`src/rtl/lu_recompose_pkg.sv`:
```
// ---------------------------------------------------------------------------
// lu_pkg
// Shared definitions for the LU recomposition block: default element width,
// matrix geometry, diagonal element indices, the controller state encoding
// and a row/column to row-major index helper.
// ---------------------------------------------------------------------------
package lu_pkg;

  // Default signed width of one incoming L/U element
  localparam int DEF_DATA_W = 3;

  // Matrix geometry: N x N matrix, NN elements streamed row-major
  localparam int N  = 3;
  localparam int NN = N * N;

  // Narrow copies used for comparisons against the small counters
  localparam logic [3:0] LAST_ELEM = 4'(NN - 1);
  localparam logic [1:0] LAST_RC   = 2'(N - 1);

  // Row-major positions of the diagonal elements U[0][0], U[1][1], U[2][2]
  localparam logic [3:0] DIAG0 = 4'd0;
  localparam logic [3:0] DIAG1 = 4'd4;
  localparam logic [3:0] DIAG2 = 4'd8;

  typedef enum logic [2:0] {
    IDLE,
    COLLECT,
    MAC,
    OUT,
    SING
  } state_t;

  // Row-major element index of (row, col) in an N x N matrix
  function automatic logic [3:0] rc_idx(input logic [1:0] row, input logic [1:0] col);
    return ({2'b00, row} * 4'd3) + {2'b00, col};
  endfunction

endpackage

```
`src/rtl/lu_recompose_if.sv`:
```
// ---------------------------------------------------------------------------
// lu_recompose_if
// Bundles the upstream L/U element stream and the downstream P stream of the
// LU recomposition block.
//   in_valid, invertible, decomposable : upstream beat qualifiers
//   in_l, in_u                         : signed L/U element, row-major
//   out_valid, out_singular            : output beat / singular indication
//   out_data                           : signed P element, row-major
//   out_det                            : signed U diagonal product
// Modports:
//   master : the producer/observer side (drives the in_* signals)
//   slave  : the recomposition block itself
// ---------------------------------------------------------------------------
interface lu_recompose_if #(
  parameter int DATA_W = lu_pkg::DEF_DATA_W,
  parameter int OUT_W  = 2 * DATA_W + 2,
  parameter int DET_W  = 3 * DATA_W
);

  logic                     in_valid;
  logic                     invertible;
  logic                     decomposable;
  logic signed [DATA_W-1:0] in_l;
  logic signed [DATA_W-1:0] in_u;

  logic                     out_valid;
  logic                     out_singular;
  logic signed [OUT_W-1:0]  out_data;
  logic signed [DET_W-1:0]  out_det;

  modport master (
    output in_valid, invertible, decomposable, in_l, in_u,
    input  out_valid, out_singular, out_data, out_det
  );

  modport slave (
    input  in_valid, invertible, decomposable, in_l, in_u,
    output out_valid, out_singular, out_data, out_det
  );

endinterface

```
`src/rtl/lu_recompose_mac.sv`:
```
// ---------------------------------------------------------------------------
// lu_mac
// Signed multiply-accumulate shared by every step of the 3x3 recomposition.
// Ports:
//   clk, rst_n : clock, asynchronous active-low reset
//   en         : perform one accumulate step this cycle
//   clr        : with en, the step's result is consumed by the caller and the
//                accumulator restarts from zero for the next dot product
//   a, b       : signed operands (DATA_W bits)
//   sum        : combinational acc + a*b, valid in the step it is requested
// ---------------------------------------------------------------------------
module lu_mac #(
  parameter int DATA_W = 3,
  parameter int OUT_W  = 2 * DATA_W + 2
) (
  input  logic                     clk,
  input  logic                     rst_n,
  input  logic                     en,
  input  logic                     clr,
  input  logic signed [DATA_W-1:0] a,
  input  logic signed [DATA_W-1:0] b,
  output logic signed [OUT_W-1:0]  sum
);

  logic signed [2*DATA_W-1:0] a_ext;
  logic signed [2*DATA_W-1:0] b_ext;
  logic signed [2*DATA_W-1:0] prod;
  logic signed [OUT_W-1:0]    acc_q;
  logic signed [OUT_W-1:0]    acc_d;

  // Operands are sign-extended to the full product width so the truncated
  // product is the exact two's-complement result.
  always_comb begin
    a_ext = {{DATA_W{a[DATA_W-1]}}, a};
    b_ext = {{DATA_W{b[DATA_W-1]}}, b};
    prod  = a_ext * b_ext;
    sum   = acc_q + {{(OUT_W - 2 * DATA_W){prod[2*DATA_W-1]}}, prod};
    acc_d = acc_q;
    if (en) begin
      acc_d = clr ? '0 : sum;
    end
  end

  always_ff @(posedge clk or negedge rst_n) begin
    if (!rst_n) begin
      acc_q <= '0;
    end else begin
      acc_q <= acc_d;
    end
  end

endmodule

```
`src/rtl/lu_recompose.sv`:
```
// ---------------------------------------------------------------------------
// lu_recompose
// Captures a 9-beat serial L/U element stream from the LU decomposition
// stage, recomputes P = L*U with one time-shared multiply-accumulate
// (27 steps, k innermost) and streams P back out row-major over 9 beats.
// A singular upstream beat is forwarded as a one-cycle out_singular pulse.
// Ports:
//   clk, rst_n : clock, asynchronous active-low reset
//   bus        : lu_recompose_if.slave (input stream, output stream)
// Optional feature:
//   LU_RECOMPOSE_DET_EN - when defined, out_det carries U[0]*U[4]*U[8]
//   during all output beats; otherwise out_det is tied to zero and no
//   diagonal multiplier exists.
// All outputs are registered and reset to zero.
// ---------------------------------------------------------------------------
module lu_recompose
  import lu_pkg::*;
#(
  parameter int DATA_W = DEF_DATA_W,
  parameter int OUT_W  = 2 * DATA_W + 2,
  parameter int DET_W  = 3 * DATA_W
) (
  input logic           clk,
  input logic           rst_n,
  lu_recompose_if.slave bus
);

  state_t state_q, state_d;

  // cnt counts stored beats in COLLECT and emitted beats in OUT
  logic [3:0] cnt_q, cnt_d;
  logic [1:0] i_q, i_d;
  logic [1:0] j_q, j_d;
  logic [1:0] k_q, k_d;

  logic signed [DATA_W-1:0] l_q [NN];
  logic signed [DATA_W-1:0] l_d [NN];
  logic signed [DATA_W-1:0] u_q [NN];
  logic signed [DATA_W-1:0] u_d [NN];
  logic signed [OUT_W-1:0]  p_q [NN];
  logic signed [OUT_W-1:0]  p_d [NN];

  logic                    out_valid_q, out_valid_d;
  logic                    out_singular_q, out_singular_d;
  logic signed [OUT_W-1:0] out_data_q, out_data_d;

  logic                     mac_en;
  logic                     mac_clr;
  logic signed [DATA_W-1:0] mac_a;
  logic signed [DATA_W-1:0] mac_b;
  logic signed [OUT_W-1:0]  mac_sum;

  // Operand selection for the current (i, j, k) step: L[i][k] * U[k][j]
  always_comb begin
    mac_a = l_q[rc_idx(i_q, k_q)];
    mac_b = u_q[rc_idx(k_q, j_q)];
  end

  lu_mac #(
    .DATA_W (DATA_W),
    .OUT_W  (OUT_W)
  ) u_mac (
    .clk   (clk),
    .rst_n (rst_n),
    .en    (mac_en),
    .clr   (mac_clr),
    .a     (mac_a),
    .b     (mac_b),
    .sum   (mac_sum)
  );

  // Controller: next state, counters, storage updates and output values.
  always_comb begin
    state_d        = state_q;
    cnt_d          = cnt_q;
    i_d            = i_q;
    j_d            = j_q;
    k_d            = k_q;
    l_d            = l_q;
    u_d            = u_q;
    p_d            = p_q;
    out_valid_d    = 1'b0;
    out_singular_d = 1'b0;
    out_data_d     = '0;
    mac_en         = 1'b0;
    mac_clr        = 1'b0;

    unique case (state_q)
      IDLE: begin
        if (bus.in_valid && bus.invertible && bus.decomposable) begin
          l_d[0]  = bus.in_l;
          u_d[0]  = bus.in_u;
          cnt_d   = 4'd1;
          state_d = COLLECT;
        end else if (bus.in_valid && !bus.invertible) begin
          state_d = SING;
        end
      end

      COLLECT: begin
        if (bus.in_valid) begin
          l_d[cnt_q] = bus.in_l;
          u_d[cnt_q] = bus.in_u;
          if (cnt_q == LAST_ELEM) begin
            cnt_d   = '0;
            i_d     = '0;
            j_d     = '0;
            k_d     = '0;
            state_d = MAC;
          end else begin
            cnt_d = cnt_q + 4'd1;
          end
        end else begin
          // Short matrix: drop it silently
          cnt_d   = '0;
          state_d = IDLE;
        end
      end

      MAC: begin
        mac_en = 1'b1;
        if (k_q == LAST_RC) begin
          // Dot product complete: capture it and restart the accumulator
          mac_clr               = 1'b1;
          p_d[rc_idx(i_q, j_q)] = mac_sum;
          k_d                   = '0;
          if (j_q == LAST_RC) begin
            j_d = '0;
            if (i_q == LAST_RC) begin
              i_d     = '0;
              cnt_d   = '0;
              state_d = OUT;
            end else begin
              i_d = i_q + 2'd1;
            end
          end else begin
            j_d = j_q + 2'd1;
          end
        end else begin
          k_d = k_q + 2'd1;
        end
      end

      OUT: begin
        out_valid_d = 1'b1;
        out_data_d  = p_q[cnt_q];
        if (cnt_q == LAST_ELEM) begin
          cnt_d   = '0;
          state_d = IDLE;
        end else begin
          cnt_d = cnt_q + 4'd1;
        end
      end

      SING: begin
        out_valid_d    = 1'b1;
        out_singular_d = 1'b1;
        state_d        = IDLE;
      end

      default: begin
        state_d = IDLE;
      end
    endcase
  end

  always_ff @(posedge clk or negedge rst_n) begin
    if (!rst_n) begin
      state_q        <= IDLE;
      cnt_q          <= '0;
      i_q            <= '0;
      j_q            <= '0;
      k_q            <= '0;
      l_q            <= '{default: '0};
      u_q            <= '{default: '0};
      p_q            <= '{default: '0};
      out_valid_q    <= 1'b0;
      out_singular_q <= 1'b0;
      out_data_q     <= '0;
    end else begin
      state_q        <= state_d;
      cnt_q          <= cnt_d;
      i_q            <= i_d;
      j_q            <= j_d;
      k_q            <= k_d;
      l_q            <= l_d;
      u_q            <= u_d;
      p_q            <= p_d;
      out_valid_q    <= out_valid_d;
      out_singular_q <= out_singular_d;
      out_data_q     <= out_data_d;
    end
  end

  assign bus.out_valid    = out_valid_q;
  assign bus.out_singular = out_singular_q;
  assign bus.out_data     = out_data_q;

`ifdef LU_RECOMPOSE_DET_EN
  logic                    det_load;
  logic signed [DET_W-1:0] u0_ext, u4_ext, u8_ext;
  logic signed [DET_W-1:0] det_q, det_d;
  logic signed [DET_W-1:0] out_det_q, out_det_d;

  // The determinant is latched on the final MAC step so it is ready for the
  // first OUT beat; it is presented only while OUT beats are emitted.
  always_comb begin
    det_load  = (state_q == MAC) && (i_q == LAST_RC) && (j_q == LAST_RC) && (k_q == LAST_RC);
    u0_ext    = {{(DET_W - DATA_W){u_q[DIAG0][DATA_W-1]}}, u_q[DIAG0]};
    u4_ext    = {{(DET_W - DATA_W){u_q[DIAG1][DATA_W-1]}}, u_q[DIAG1]};
    u8_ext    = {{(DET_W - DATA_W){u_q[DIAG2][DATA_W-1]}}, u_q[DIAG2]};
    det_d     = det_q;
    if (det_load) begin
      det_d = u0_ext * u4_ext * u8_ext;
    end
    out_det_d = (state_q == OUT) ? det_q : '0;
  end

  always_ff @(posedge clk or negedge rst_n) begin
    if (!rst_n) begin
      det_q     <= '0;
      out_det_q <= '0;
    end else begin
      det_q     <= det_d;
      out_det_q <= out_det_d;
    end
  end

  assign bus.out_det = out_det_q;
`else
  assign bus.out_det = {DET_W{1'b0}};
`endif

endmodule

```
`src/flat_wrapper.sv`:
```
// flat-port wrapper written by rule: the top's interface ports become plain ports
module lu_recompose_flat import lu_pkg::*;
#(
  parameter int DATA_W = DEF_DATA_W,
  parameter int OUT_W  = 2 * DATA_W + 2,
  parameter int DET_W  = 3 * DATA_W
)
  (clk, rst_n, bus_in_valid, bus_invertible, bus_decomposable, bus_in_l, bus_in_u, bus_out_valid, bus_out_singular, bus_out_data, bus_out_det);
  lu_recompose_if #(.DATA_W(DATA_W), .OUT_W(OUT_W), .DET_W(DET_W)) bus_i ();
  input logic clk;
  input logic rst_n;
  input wire logic [$bits(bus_i.in_valid)-1:0] bus_in_valid;
  input wire logic [$bits(bus_i.invertible)-1:0] bus_invertible;
  input wire logic [$bits(bus_i.decomposable)-1:0] bus_decomposable;
  input wire logic [$bits(bus_i.in_l)-1:0] bus_in_l;
  input wire logic [$bits(bus_i.in_u)-1:0] bus_in_u;
  output wire logic [$bits(bus_i.out_valid)-1:0] bus_out_valid;
  output wire logic [$bits(bus_i.out_singular)-1:0] bus_out_singular;
  output wire logic [$bits(bus_i.out_data)-1:0] bus_out_data;
  output wire logic [$bits(bus_i.out_det)-1:0] bus_out_det;
  assign bus_i.in_valid = bus_in_valid;
  assign bus_i.invertible = bus_invertible;
  assign bus_i.decomposable = bus_decomposable;
  assign bus_i.in_l = bus_in_l;
  assign bus_i.in_u = bus_in_u;
  assign bus_out_valid = bus_i.out_valid;
  assign bus_out_singular = bus_i.out_singular;
  assign bus_out_data = bus_i.out_data;
  assign bus_out_det = bus_i.out_det;
  lu_recompose #(.DATA_W(DATA_W), .OUT_W(OUT_W), .DET_W(DET_W)) u_core (.clk(clk), .rst_n(rst_n), .bus(bus_i));
endmodule
```
`config.mk`:
```
export PLATFORM = sky130hd
export DESIGN_NAME = lu_recompose_flat
export DESIGN_NICKNAME = d
export VERILOG_FILES = /design/src/rtl/lu_recompose_pkg.sv /design/src/rtl/lu_recompose_if.sv /design/src/rtl/lu_recompose_mac.sv /design/src/rtl/lu_recompose.sv /design/src/flat_wrapper.sv
export SDC_FILE = /design/constraint.sdc
export NUM_CORES = 1
export LEC_CHECK = 0
export BUFFER_PORTS_ARGS = -buffer_cell sky130_fd_sc_hd__buf_2
export CAP_MARGIN = 20
export CORE_MARGIN = 3
export CORE_UTILIZATION = 50
export CTS_CLUSTER_SIZE = 20
export DETAILED_ROUTE_END_ITERATION = 8
export PLACE_DENSITY = 0.69
export SLEW_MARGIN = 10
export SYNTH_ARGS = -nofsm -noshare
export SYNTH_HDL_FRONTEND = slang
export SYNTH_SLANG_ARGS = --single-unit
```
`constraint.sdc`:
```
create_clock -name clk -period 5.25 [get_ports clk]
set_input_delay 0.7875 -clock clk [delete_from_list [all_inputs] [get_ports clk]]
set_output_delay 0.7875 -clock clk [all_outputs]
set_load 0.02 [all_outputs]
```
==> results.sh <==
export IMPL_slew_viol_final=0
export IMPL_gp_congestion=0.8272
export IMPL_hp_class="input pin to asynchronous set/reset pin"
export IMPL_violations="negative setup slack"
export IMPL_synth_area_sq_um=8147
export IMPL_grt_usage_pct=23.10
export IMPL_port_buffers=20
export IMPL_status="finished, violations left"
export IMPL_p_leak_nw=4.626
export IMPL_cts_root_buffer="clkbuf_16"
export IMPL_avgViaCountPerCell=5.819
export IMPL_fin_area_sq_um=9739
export IMPL_grt_pass1_wl_mm=32.35
export IMPL_p_int_w=0.004373
export IMPL_met3_usage_pct=3.965
export IMPL_setup_viol=39
export IMPL_grt_ovfl_total=0
export IMPL_rsz0062_at_grt="true"
export IMPL_ios=30
export IMPL_r2r_slack_ns=-0.42
export IMPL_tightest_slew_ns=1.146
export IMPL_synth_distinct_cells=57
export IMPL_cts_sinks=157
export IMPL_drive_above_1_share_pct=32.44
export IMPL_cts_tree="built"
export IMPL_grtUsageMet2_pct=38.52
export IMPL_hold_ws_ns=0.3382
export IMPL_ys_ff_latch=157
export IMPL_r2r_cells=18
export IMPL_syn_instance_count=714
export IMPL_synth_most_common_cell="dfrtp_1"
export IMPL_wl_per_cell_um=19.82
export IMPL_first_pass_iters=5
export IMPL_p_switching_w=0.003030
export IMPL_path_class="flip-flop to flip-flop"
export IMPL_crit_fanout=5
export IMPL_cts_buffer_depth=2
export IMPL_clock_latency_ns=0.43
export IMPL_synth_async_reset_ratio_pct=100.0
export IMPL_initial_core_util_pct=51.10
export IMPL_hpwlAfterDp_mm=12.74
export IMPL_clock_skew_ns=0.01048
export IMPL_switching_share_pct=40.93
export IMPL_die_area_sq_um=17860
export IMPL_place_ws_ns=-0.4533
export IMPL_post_route_min_period_ns=5.669
export IMPL_tns_ns=-8.644
export IMPL_row_count=46
export IMPL_routed_wirelength_mm=19.86
export IMPL_grt_max_degree=67
export IMPL_synthTopCellsByArea="dfrtp_1 (48%), mux2_2 (12%), ha_1 (4.5%)"
export IMPL_start_kind="flip-flop"
export IMPL_cts_max_level=4
export IMPL_p_per_area_nw_per_um2=760.1
export IMPL_insertedDiodeCount=0
export IMPL_drcViolationCount=0
export IMPL_synth_top_area_cell="dfrtp_1"
export IMPL_reg2reg_to="u_core.p_q[38]"
export IMPL_end_kind="flip-flop"
export IMPL_grt_util_met1_pct=31.15
export IMPL_clkTransAtPathRegs_ns=0.06
export IMPL_placed_cell_area_sq_um=8746
export IMPL_max_vdd_ir_drop_mv=0.6210
export IMPL_ys_seq_area_share_pct=48.23
export IMPL_synth_edf_count=0
export IMPL_numCtsBuffers=17
export IMPL_grt_pass1_vias=6115
export IMPL_synthFlopType="dfrtp_1"
export IMPL_antenna_left=0
export IMPL_crit_required_ns=5.56
export IMPL_p_seq_share_pct=22.5
export IMPL_syn2layout_area_growth_pct=19.55
export IMPL_synth_warnings=0
export IMPL_die_x_um=133.6
export IMPL_hold_viol=0
export IMPL_fin_nets=823
export IMPL_syn_area_per_cell_sq_um=11.41
export IMPL_fin_crit_sh_pct=108.0
export IMPL_worst_slack_ns=-0.4194
export IMPL_synth_top_area_share_pct=48.23
export IMPL_maxCapViolCount=0
export IMPL_die_y_um=133.6
export IMPL_fmax_mhz=176.4
export IMPL_num_vias=5831
export IMPL_max_slew_margin_pct=23.45
export IMPL_drtIter0Drc=497
export IMPL_antenna_found_initial=0
export IMPL_yosys_top_cells_count="dfrtp_1 (157), mux2_2 (88), nand2_1 (88)"
export IMPL_busiest_layer="met2"
export IMPL_pwr_share_comb_pct=60.8
export IMPL_timing_rr_start="u_core.k_q[1]"
export IMPL_pwr_share_clk_pct=16.8
export IMPL_core_sq_um=15940
export IMPL_arrival_ns=5.98
[per-layer routing]
metal  vias to the layer above  part of all wire, %
met5                         -                    0
met4                         0                  1.3
met3                        24                  4.0
met2                       153                   51
met1                      3005                   44
li1                       2649                    -
[cells by family after synthesis]
kind of cell | share of synthesized area (%)
fa+ha+maj | 6.911
buf+inv | 4.500
xor+xnor | 1.275
flops | 48.23
mux | 17.08
simple gates | 9.691
compound gates | 12.27
other cells | 0.04603
[critical path, stage by stage (launching register included)]
cell	delay, ns
dfrtp_2	0.41
fa_1	0.54
ha_2	0.18
fa_2	0.48
nor4b_4	0.37
a21oi_2	0.15
or2_4	0.29
fa_1	0.57
fa_2	0.21
inv_2	0.05
ha_4	0.15
fa_2	0.37
xor2_2	0.17
xnor2_2	0.28
ha_4	0.27
nor2b_4	0.14
a221oi_4	0.38
o311ai_4	0.21
mux2_4	0.32
[sequential cells by signal, summed over array words and instances, names as in the netlist, 2 cells and up]
signal and count:
u_core.p_q 72, u_core.l_q 27, u_core.u_q 27, u_core.bus.out_data 8, u_core.u_mac.acc_q 8, u_core.cnt_q 4
u_core.state_q 3, u_core.i_q 2, u_core.j_q 2, u_core.k_q 2
[what timing repair did]
action	CTS	global route
setup buffers	8	4
pin swaps	28	9
hold buffers	0	0
resized for setup	36	7
gates cloned	2	1
endpoints found under the setup margin	40	50
[worst max path at each step]
stage | slack, ns | start | cells past startpoint | endpoint
after floorplan | -0.11 | u_core.k_q[0] | 18 | u_core.p_q[14]
after global placement | -0.28 | u_core.k_q[0] | 22 | u_core.p_q[31]
after detailed placement | -0.45 | u_core.k_q[0] | 16 | u_core.p_q[69]
after CTS | -0.36 | u_core.k_q[1] | 21 | u_core.p_q[38]
after global routing | -0.59 | u_core.k_q[1] | 22 | u_core.p_q[38]
final | -0.42 | u_core.k_q[1] | 18 | u_core.p_q[38]
[power groups by stage]
stage          registers, W  logic (W)  clock network (W)
2_1_floorplan       0.00162    0.00214                  0
3_3_place_gp        0.00165    0.00308                  0
3_5_place_dp        0.00166    0.00321                  0
4_1_cts             0.00165    0.00403            0.00126
5_1_grt             0.00169    0.00484            0.00131
6_report            0.00166    0.00450            0.00124
[final cells by class]
class | count | area (sq um)
inverters | 37 | 138.9
clock buffers | 20 | 466.7
fillers | 1226 | 6203
well taps | 216 | 270.3
multi-input cells | 486 | 4225
repair buffers | 74 | 575.6
flip-flops and latches | 157 | 3931
clock inverters | 12 | 131.4
[stage by stage]
stage | total power, W | utilization (%) | cells
after floorplan | 0.003766 | - | 722
after global placement | 0.004732 | 54.86 | 955
after detailed placement | 0.004877 | 54.86 | 955
after CTS | 0.006941 | 60.38 | 997
after global routing | 0.007838 | 61.09 | 1002
final | 0.007403 | 61.09 | 1002
[placed cells by master (no fill, tap or decap), drive strengths merged, types with 2 or more instances in the layout]
cell type	synthesis	layout
o31ai	13	13
clkbuf	20	22
xor2	4	4
o211ai	3	3
o21ai	68	68
xnor2	7	8
fa	10	10
ha	29	29
o311ai	1	2
a222oi	8	8
a22o	14	14
nor2b	11	11
a211oi	8	8
or2	4	4
and4b	3	3
a21oi	12	12
nand2	88	88
a21o	5	5
and2	4	4
clkinv	2	7
a221oi	9	9
mux2	88	88
dfrtp	157	157
nand3	4	4
conb	1	9
nor3	4	4
nand2b	7	7
or4	2	2
nor2	24	24
bufinv	0	2
o21a	3	3
nand3b	4	4
buf	24	72
mux4	12	12
inv	35	39
mux2i	13	13
(Power assumes the default switching activity.)
